## src/rtl/spi_bram_ctrl.sv

```systemverilog
// SPI command sequencer: decodes CMD/ADDR/DATA byte frames into single-port BRAM accesses
// with address auto-increment and a read prefetch so MISO data is always staged.
module spi_bram_ctrl #(
    parameter int AW = 10,
    parameter int DW = 8
) (
    input  logic          clk,
    input  logic          rst,
    input  logic          frame_start,
    input  logic          frame_end,
    input  logic          rx_valid,
    input  logic [DW-1:0] rx_byte,
    input  logic          tx_req,
    output logic [DW-1:0] tx_byte,
    output logic          mem_en,
    output logic          mem_we,
    output logic [AW-1:0] mem_addr,
    output logic [DW-1:0] mem_wdata,
    input  logic [DW-1:0] mem_rdata,
    output logic          busy,
    output logic          cmd_err
);

    localparam logic [2:0] S_IDLE   = 3'd0;
    localparam logic [2:0] S_CMD    = 3'd1;
    localparam logic [2:0] S_ADDR_H = 3'd2;
    localparam logic [2:0] S_ADDR_L = 3'd3;
    localparam logic [2:0] S_WR     = 3'd4;
    localparam logic [2:0] S_RD     = 3'd5;
    localparam logic [2:0] S_IGNORE = 3'd6;

    localparam logic [DW-1:0] CMD_WRITE  = 8'h01;
    localparam logic [DW-1:0] CMD_READ   = 8'h02;
    localparam logic [DW-1:0] CMD_STATUS = 8'h03;

    logic [2:0]    state_q,  state_d;
    logic          cmd_rd_q, cmd_rd_d;
    logic [7:0]    addr_h_q, addr_h_d;
    logic [AW-1:0] addr_q,   addr_d;
    logic [DW-1:0] tx_q,     tx_d;
    logic          en_q,     en_d;
    logic          we_q,     we_d;
    logic [AW-1:0] maddr_q,  maddr_d;
    logic [DW-1:0] wdata_q,  wdata_d;
    logic          err_q,    err_d;
    logic          snap_q,   snap_d;
    logic          pf_q,     pf_d;
    logic          rd_p1_q,  rd_p1_d;
    logic          rd_p2_q,  rd_p2_d;

    always_comb begin
        state_d  = state_q;
        cmd_rd_d = cmd_rd_q;
        addr_h_d = addr_h_q;
        addr_d   = addr_q;
        tx_d     = tx_q;
        en_d     = 1'b0;
        we_d     = 1'b0;
        maddr_d  = maddr_q;
        wdata_d  = wdata_q;
        err_d    = err_q;
        snap_d   = snap_q;
        pf_d     = 1'b0;
        rd_p1_d  = 1'b0;
        rd_p2_d  = rd_p1_q;

        // Prefetch pipeline: request -> mem_en -> BRAM latency -> capture into tx_byte
        if (pf_q) begin
            en_d    = 1'b1;
            maddr_d = addr_q;
            rd_p1_d = 1'b1;
        end
        if (rd_p2_q) begin
            tx_d   = mem_rdata;
            addr_d = addr_q + 1'b1;
        end

        case (state_q)
            S_CMD: begin
                if (rx_valid) begin
                    case (rx_byte)
                        CMD_WRITE: begin
                            cmd_rd_d = 1'b0;
                            state_d  = S_ADDR_H;
                        end
                        CMD_READ: begin
                            cmd_rd_d = 1'b1;
                            state_d  = S_ADDR_H;
                        end
                        CMD_STATUS: begin
                            tx_d    = {{(DW-1){1'b0}}, snap_q};
                            state_d = S_IGNORE;
                        end
                        default: begin
                            err_d   = 1'b1;
                            tx_d    = '1;
                            state_d = S_IGNORE;
                        end
                    endcase
                end
            end
            S_ADDR_H: begin
                if (rx_valid) begin
                    addr_h_d = rx_byte;
                    state_d  = S_ADDR_L;
                end
            end
            S_ADDR_L: begin
                if (rx_valid) begin
                    addr_d  = AW'({addr_h_q, rx_byte});
                    state_d = cmd_rd_q ? S_RD : S_WR;
                    pf_d    = cmd_rd_q;
                end
            end
            S_WR: begin
                if (rx_valid) begin
                    en_d    = 1'b1;
                    we_d    = 1'b1;
                    maddr_d = addr_q;
                    wdata_d = rx_byte;
                    addr_d  = addr_q + 1'b1;
                end
            end
            S_RD: begin
                if (tx_req) begin
                    pf_d = 1'b1;
                end
            end
            default: ;
        endcase

        // A write accepted together with frame_end still completes; read traffic is dropped
        if (frame_end) begin
            state_d = S_IDLE;
            tx_d    = '0;
            pf_d    = 1'b0;
            rd_p1_d = 1'b0;
            rd_p2_d = 1'b0;
            if (state_q != S_WR) begin
                en_d = 1'b0;
                we_d = 1'b0;
            end
        end

        // STATUS reports the error flag as it stood before this frame cleared it
        if (frame_start) begin
            state_d = S_CMD;
            tx_d    = '0;
            err_d   = 1'b0;
            snap_d  = err_q;
            pf_d    = 1'b0;
            rd_p1_d = 1'b0;
            rd_p2_d = 1'b0;
            en_d    = 1'b0;
            we_d    = 1'b0;
        end
    end

    always_ff @(posedge clk) begin
        if (!rst) begin
            state_q  <= S_IDLE;
            cmd_rd_q <= 1'b0;
            addr_h_q <= '0;
            addr_q   <= '0;
            tx_q     <= '0;
            en_q     <= 1'b0;
            we_q     <= 1'b0;
            maddr_q  <= '0;
            wdata_q  <= '0;
            err_q    <= 1'b0;
            snap_q   <= 1'b0;
            pf_q     <= 1'b0;
            rd_p1_q  <= 1'b0;
            rd_p2_q  <= 1'b0;
        end else begin
            state_q  <= state_d;
            cmd_rd_q <= cmd_rd_d;
            addr_h_q <= addr_h_d;
            addr_q   <= addr_d;
            tx_q     <= tx_d;
            en_q     <= en_d;
            we_q     <= we_d;
            maddr_q  <= maddr_d;
            wdata_q  <= wdata_d;
            err_q    <= err_d;
            snap_q   <= snap_d;
            pf_q     <= pf_d;
            rd_p1_q  <= rd_p1_d;
            rd_p2_q  <= rd_p2_d;
        end
    end

    assign tx_byte   = tx_q;
    assign mem_en    = en_q;
    assign mem_we    = we_q;
    assign mem_addr  = maddr_q;
    assign mem_wdata = wdata_q;
    assign busy      = (state_q != S_IDLE);
    assign cmd_err   = err_q;

endmodule
```

## config.mk

```make
export PLATFORM = sky130hd
export DESIGN_NAME = spi_bram_ctrl
export DESIGN_NICKNAME = d
export VERILOG_FILES = /design/src/rtl/spi_bram_ctrl.sv
export SDC_FILE = /design/constraint.sdc
export NUM_CORES = 1
export LEC_CHECK = 0
export BUFFER_PORTS_ARGS = -buffer_cell sky130_fd_sc_hd__clkbuf_2
export CAP_MARGIN = 20
export CORE_ASPECT_RATIO = 1.4
export CORE_MARGIN = 1
export CORE_UTILIZATION = 54
export CTS_CLUSTER_SIZE = 28
export DETAILED_ROUTE_END_ITERATION = 10
export PLACE_DENSITY_LB_ADDON = 0.1
export SETUP_SLACK_MARGIN = 0.15
export SLEW_MARGIN = 20
export SYNTH_ARGS = -nofsm -noshare
export SYNTH_HDL_FRONTEND = slang
export SYNTH_SLANG_ARGS = --single-unit
export TNS_END_PERCENT = 100
```

## constraint.sdc

```tcl
create_clock -name clk -period 1.7 [get_ports clk]
set_input_delay 0.085 -clock clk [delete_from_list [all_inputs] [get_ports clk]]
set_output_delay 0.085 -clock clk [all_outputs]
set_load 0.02 [all_outputs]
```

==> results.ini, run 1 <==
[clock_network]
clock_sinks=49
clk_pin_slew_ps=90
cts_tree=built
cts_root_buf=clkbuf_8
numCtsBuffers=5
htreeDepth=2
clockBufferDepth=2
clk-insertion-delay-late_ps=300

[drt]
dr.first_iter.drc_count=75
drcViolationCount=0
avgViaCountPerCell=5.46
routed_wl_um=5910
antenna_left=0
dr.pass1.iters=4
wire_per_inst_um=14.6
vias=2217

[setup_path]
reg2reg_slack_ps=220
crit_slowest_cell=dfxtp_2
start_kind=register
worstPathRequired_ps=1880
cpMostUsedCell=buf_6
worstSetupPathType=reg -> reg
slowest_delay_ps=350
cp-end-kind=register
path_cells=buf_6 > nor3b_4 > buf_6 > o21ai_4 > and2_4 > mux2i_1 > a21oi_1
worstPathMaxFanout=7
worstPathArrival_ps=1670

[cells_and_area]
multi_input_area_mm2=0.00138
ff_latch_area_um2=993
nets=368
n_antenna_cell=0
final_util=0.701
syn2layout_area_growth_pct=22.6
fill_cells=394
drive_above_1_share=0.335

[yosys]
syn_nets=311
yosys-top-cells-count=dfxtp_1 (49), nand2_1 (40), a21oi_1 (34)
yosysUniqueCellTypes=52
netlist_top_cells_area=dfxtp_1 (40%), a21oi_1 (7.0%), nand2_1 (6.1%)
netlist.area_leader.share=0.402
synth_most_common_cell=dfxtp_1
syn_inst=288
async_reset_ff_frac=0
synth_edf_count=0
ys_seq_elements=49
synth_area_leader_cell=dfxtp_1
syn_area_mm2=0.00244
synthFlopType=dfxtp_1
avgSynthCellArea_um2=8.48
yosysWarnings=0
ys_seq_area_frac=0.402

[timing]
skew_ps=6.08
hold_viol_final=0
max_freq_ghz=0.674
fin_crit_ps=1480
setup_viol=0
rsz0062_at_grt=true
slew_headroom=0.696
tightest_slew_ps=455
fin_crit_sh=0.872
slew_viol_final=0
setup_tns_ps=0

[global_route]
grt_pass1_wl_um=9080
grt_pass1_vias=1960
overflow=0
grt_use_total=0.251
antenna_found_initial=0
grt_start_max_net_pins=31

[placed_design]
hpwl_um=4130
gp_congestion=0.842
io_buffers=51

[power]
comb_power_share=0.072
ir_worst_vdd_v=0.000615
swShare=0.222
power_frac_seq=0.533
pwr_density_cell_mw_per_mm2=727
p_leak_nw=1.19
p_switching_mw=0.484
power.share.clock=0.395
p_int_mw=1.69

[floorplan]
fp-row-count=28
dieArea_mm2=0.00480
die_w_um=58.8
core_area_mm2=0.00427
die_h_um=81.6
io-pin-count=52
start_util=0.571

[hold_path]
min_path_type=in -> reg

[run]
maxCapViolations=0

[status]
status=finished clean

-- final cells by class --
type,count,share of cell area
clock inverters,1,0.0100
flip-flops and latches,49,0.332
clock buffers,7,0.0288
well taps,60,0.0251
repair buffers,70,0.136
inverters,6,0.00752
multi-input cells,213,0.461
-- flip-flops by register name, indices dropped and copies added (netlist names) --
| name | count |
|---|---|
| addr_h_q | 2 |
| addr_q | 10 |
| cmd_err | 1 |
| cmd_rd_q | 1 |
| mem_addr | 10 |
| mem_en | 1 |
| mem_wdata | 8 |
| mem_we | 1 |
| pf_q | 1 |
| rd_p1_q | 1 |
| rd_p2_q | 1 |
| snap_q | 1 |
| state_q | 3 |
| tx_byte | 8 |
-- critical path, delay by kind of cell (launching register included) --
kind,cells,cell delay [ps]
simple gates,2,410
flops,1,350
buf+inv,2,310
compound gates,2,170
mux,1,130
-- routing by layer --
| metal | GRT usage | share of wire | vias up |
|---|---|---|---|
| met2 | 0.452 | 0.54 | 55 |
| met3 | 0.0425 | 0.035 | 9 |
| li1 | - | - | 1105 |
| met1 | 0.296 | 0.40 | 1048 |
| met4 | 0.0833 | 0.022 | 0 |
| met5 | 0 | 0 | - |
-- through the flow --
stage	cells	hold slack [ps]	setup WS [ps]	cell area (um2)	total power, mW
6_report	406	22.6	217	3000	2.18
5_1_grt	406	24.4	129	3000	2.26
4_1_cts	402	25.2	164	2890	2.18
3_5_place_dp	394	346	116	2770	1.33
3_3_place_gp	394	344	160	2770	1.33
2_1_floorplan	288	202	264	2440	1.27
-- placed cells by master (no fill, tap or decap), types with 2 or more instances in the layout --
cell type / instances
nand2_2: 3
nor3_1: 2
o21a_1: 2
xnor2_1: 9
clkbuf_8: 6
nor2_1: 27
inv_1: 5
and3_1: 2
a21oi_1: 34
clkbuf_2: 51
buf_4: 15
mux2i_1: 5
nand3_1: 6
o21ai_0: 14
or3_1: 2
xor2_1: 7
nor3_2: 3
mux2_2: 8
dfxtp_1: 41
a22oi_1: 8
o21ai_1: 5
dfxtp_2: 7
or2_2: 2
and2_1: 4
a22o_1: 4
buf_6: 3
nand2_1: 38
nand4_1: 2
-- cell families after synthesis --
kind of cell,synth area share
xor gates and xnor gates,0.0574
DFF,0.402
AOI/OAI and AO/OA,0.180
adders and majority gates,0.00512
muxes,0.0574
buffers and inverters,0.0579
and+or+nand+nor,0.240
-- path summary, 6_finish.rpt --
check                           startpoint        end  cells after the start
worst max-delay path            state_q[1]  addr_q[0]                      7
worst min-delay path            rx_byte[7]  addr_q[7]                      3
worst max register to register  state_q[1]  addr_q[0]                      7
worst min register to register     rd_p1_q    rd_p2_q                      1
-- timing repair --
item                                    4_1_cts  5_1_grt
pin swaps                                     0        5
buffers inserted                              0        3
hold buffers                                  0        0
hold endpoints to repair                      0        0
gates resized for setup                       2       21
endpoints found under the setup margin       13       18
gates cloned                                  0        1
-- power groups by stage --
stage	logic, mW	clock network, mW	registers, mW
6_report	0.158	0.860	1.16
3_5_place_dp	0.148	0	1.19
5_1_grt	0.171	0.928	1.16
4_1_cts	0.149	0.869	1.16
3_3_place_gp	0.147	0	1.19
2_1_floorplan	0.0784	0	1.19
No activity file was read; power rests on OpenSTA's default activity.
==> inputs of run 2 (changes only) <==
--- a/config.mk
+++ b/config.mk
@@ -7,11 +7,15 @@
 export LEC_CHECK = 0
 export BUFFER_PORTS_ARGS = -buffer_cell sky130_fd_sc_hd__clkbuf_2
 export CAP_MARGIN = 20
+export CELL_PAD_IN_SITES_DETAIL_PLACEMENT = 0
+export CELL_PAD_IN_SITES_GLOBAL_PLACEMENT = 1
 export CORE_ASPECT_RATIO = 1.4
 export CORE_MARGIN = 1
-export CORE_UTILIZATION = 54
+export CORE_UTILIZATION = 40
+export CTS_BUF_LIST = sky130_fd_sc_hd__clkbuf_4 sky130_fd_sc_hd__clkbuf_8 sky130_fd_sc_hd__clkbuf_16
 export CTS_CLUSTER_SIZE = 28
 export DETAILED_ROUTE_END_ITERATION = 10
+export HOLD_SLACK_MARGIN = 0.12
 export PLACE_DENSITY_LB_ADDON = 0.1
 export SETUP_SLACK_MARGIN = 0.15
 export SLEW_MARGIN = 20
==> results.ini, run 2 (same netlist as run 1, synthesis figures left out) <==
[drt]
dr.first_iter.drc_count=93  ; +24%
drcViolationCount=0  ; unchanged
vias=2219  ; +0.090%
avgViaCountPerCell=5.21  ; -4.6%
dr.pass1.iters=4  ; unchanged
wire_per_inst_um=14.7  ; +1.2%
routed_wl_um=6280  ; +6.2%
antenna_left=0  ; unchanged

[placed_design]
io_buffers=51  ; unchanged
gp_congestion=0.837  ; -0.59%
placedCellCount=407  ; +3.3%
placed_area_mm2=0.00280  ; +1.3%
hpwl_um=4610  ; +12%

[status]
status=finished clean

[floorplan]
io-pin-count=52  ; unchanged
die_w_um=68.0  ; +16%
dieArea_mm2=0.00643  ; +34%
start_util=0.417  ; -0.155
fp-row-count=33  ; +18%
die_h_um=94.5  ; +16%
core_area_mm2=0.00586  ; +37%

[power]
p_leak_nw=1.21  ; +2.2%
pwr_density_cell_mw_per_mm2=685  ; -5.7%
comb_power_share=0.081  ; +0.009
ir_worst_vdd_v=0.000436  ; -29%
power_frac_seq=0.552  ; +0.019
p_int_mw=1.59  ; -5.8%
power.share.clock=0.367  ; -0.028
p_switching_mw=0.506  ; +4.7%
swShare=0.241  ; +0.0188

[global_route]
grt_use_total=0.210  ; -0.0403
grt_pass1_vias=2158  ; +10%
grt_pass1_wl_um=10000  ; +10%
overflow=0  ; unchanged
grt_start_max_net_pins=31  ; unchanged
antenna_found_initial=0  ; unchanged

[setup_path]
worstPathArrival_ps=1710  ; +40 ps
worstSetupPathType=reg -> reg
worstPathRequired_ps=1890  ; about the same
reg2reg_slack_ps=170  ; -50 ps
start_kind=register
worstPathMaxFanout=5  ; -2
cp-end-kind=register

[clock_network]
clock_sinks=49  ; unchanged
numCtsBuffers=5  ; unchanged
clockBufferDepth=2  ; unchanged
cts_tree=built
cts_root_buf=clkbuf_8
htreeDepth=2  ; unchanged
clk_pin_slew_ps=90  ; about the same
clk-insertion-delay-late_ps=300  ; about the same

[timing]
skew_ps=4.27  ; -1.81 ps
hold_viol_final=0  ; unchanged
slew_headroom=0.693  ; -0.00308
setup_viol=0  ; unchanged
fin_crit_sh=0.899  ; +0.0266
tightest_slew_ps=460  ; +4.61 ps
max_freq_ghz=0.654  ; -3.0%
fin_crit_ps=1530  ; +45.3 ps
slew_viol_final=0  ; unchanged
setup_tns_ps=0  ; unchanged
rsz0062_at_grt=true

[cells_and_area]
fill_cells=585  ; +48%
ff_latch_area_um2=990  ; -0.38%
multi_input_area_mm2=0.00137  ; -1.0%
layout.cells.non_filler=426  ; +4.9%
n_antenna_cell=0  ; unchanged
final_cell_mix=clkbuf_2 (51), dfxtp_1 (44), nand2_1 (39), a21oi_1 (34), nor2_1 (27)
nets=378  ; +2.7%
final_util=0.523  ; -0.178
fin_area_mm2=0.00306  ; +2.3%
drive_above_1_share=0.326  ; -0.00942
final_common_cell=clkbuf_2
syn2layout_area_growth_pct=25.5

[run]
maxCapViolations=0  ; unchanged

[hold_path]
min_path_type=in -> reg

-- run 2: what timing repair did --
item / CTS / global route
pin swaps: 0 / 2
hold buffers: 9 / 0
endpoints found under the hold margin: 11 / 0
setup endpoints to repair: 23 / 27
buffers inserted: 2 / 0
gates resized for setup: 5 / 11
-- run 2: area by class of cell --
class / instances / area share
Clock buffer: 7 / 0.0314
Sequential cell: 49 / 0.323
Inverter: 6 / 0.00735
Multi-Input combinational cell: 213 / 0.446
Timing Repair Buffer: 80 / 0.162
Clock inverter: 1 / 0.00163
Tap cell: 70 / 0.0286
-- run 2: path summary, 6_finish.rpt --
| kind | start | end | cells after the start |
|---|---|---|---|
| setup / recovery | addr_q[1] | addr_q[8] | 6 |
| hold / removal | rx_byte[0] | mem_wdata[0] | 3 |
| setup reg to reg | addr_q[1] | addr_q[8] | 6 |
| hold reg to reg | rd_p1_q | rd_p2_q | 1 |
-- run 2: power groups by stage --
| stage | Sequential, mW | Clock [mW] | Combinational, mW |
|---|---|---|---|
| 6_report | 1.16 | 0.770 | 0.170 |
| 5_1_grt | 1.16 | 0.836 | 0.187 |
| 4_1_cts | 1.16 | 0.791 | 0.170 |
| 3_5_place_dp | 1.19 | 0 | 0.150 |
| 3_3_place_gp | 1.19 | 0 | 0.149 |
| 2_1_floorplan | 1.19 | 0 | 0.0784 |
-- run 2: per-layer routing --
metal / vias up / global-route usage / routed length [um]
met3: 9 / 0.0326 / 260
met1: 1032 / 0.238 / 2600
met2: 57 / 0.388 / 3320
met4: 0 / 0.0642 / 104
li1: 1121 / - / -
met5: - / 0 / 0
-- run 2: metrics by stage --
stage / setup slack (ps) / hold slack [ps] / total power [mW]
final: 172 / 124 / 2.10
after global placement: 98.3 / 341 / 1.34
after CTS: 156 / 126 / 2.12
after global routing: 129 / 133 / 2.18
after detailed placement: 97.3 / 343 / 1.34
after floorplan: 264 / 202 / 1.27
-- run 2: critical path: stages (launching register included) --
cell and delay [ps]:
dfxtp_2 390, ha_2 250, and4_1 270, nand3_1 110, xnor2_1 140, a22oi_1 160, a21oi_1 80
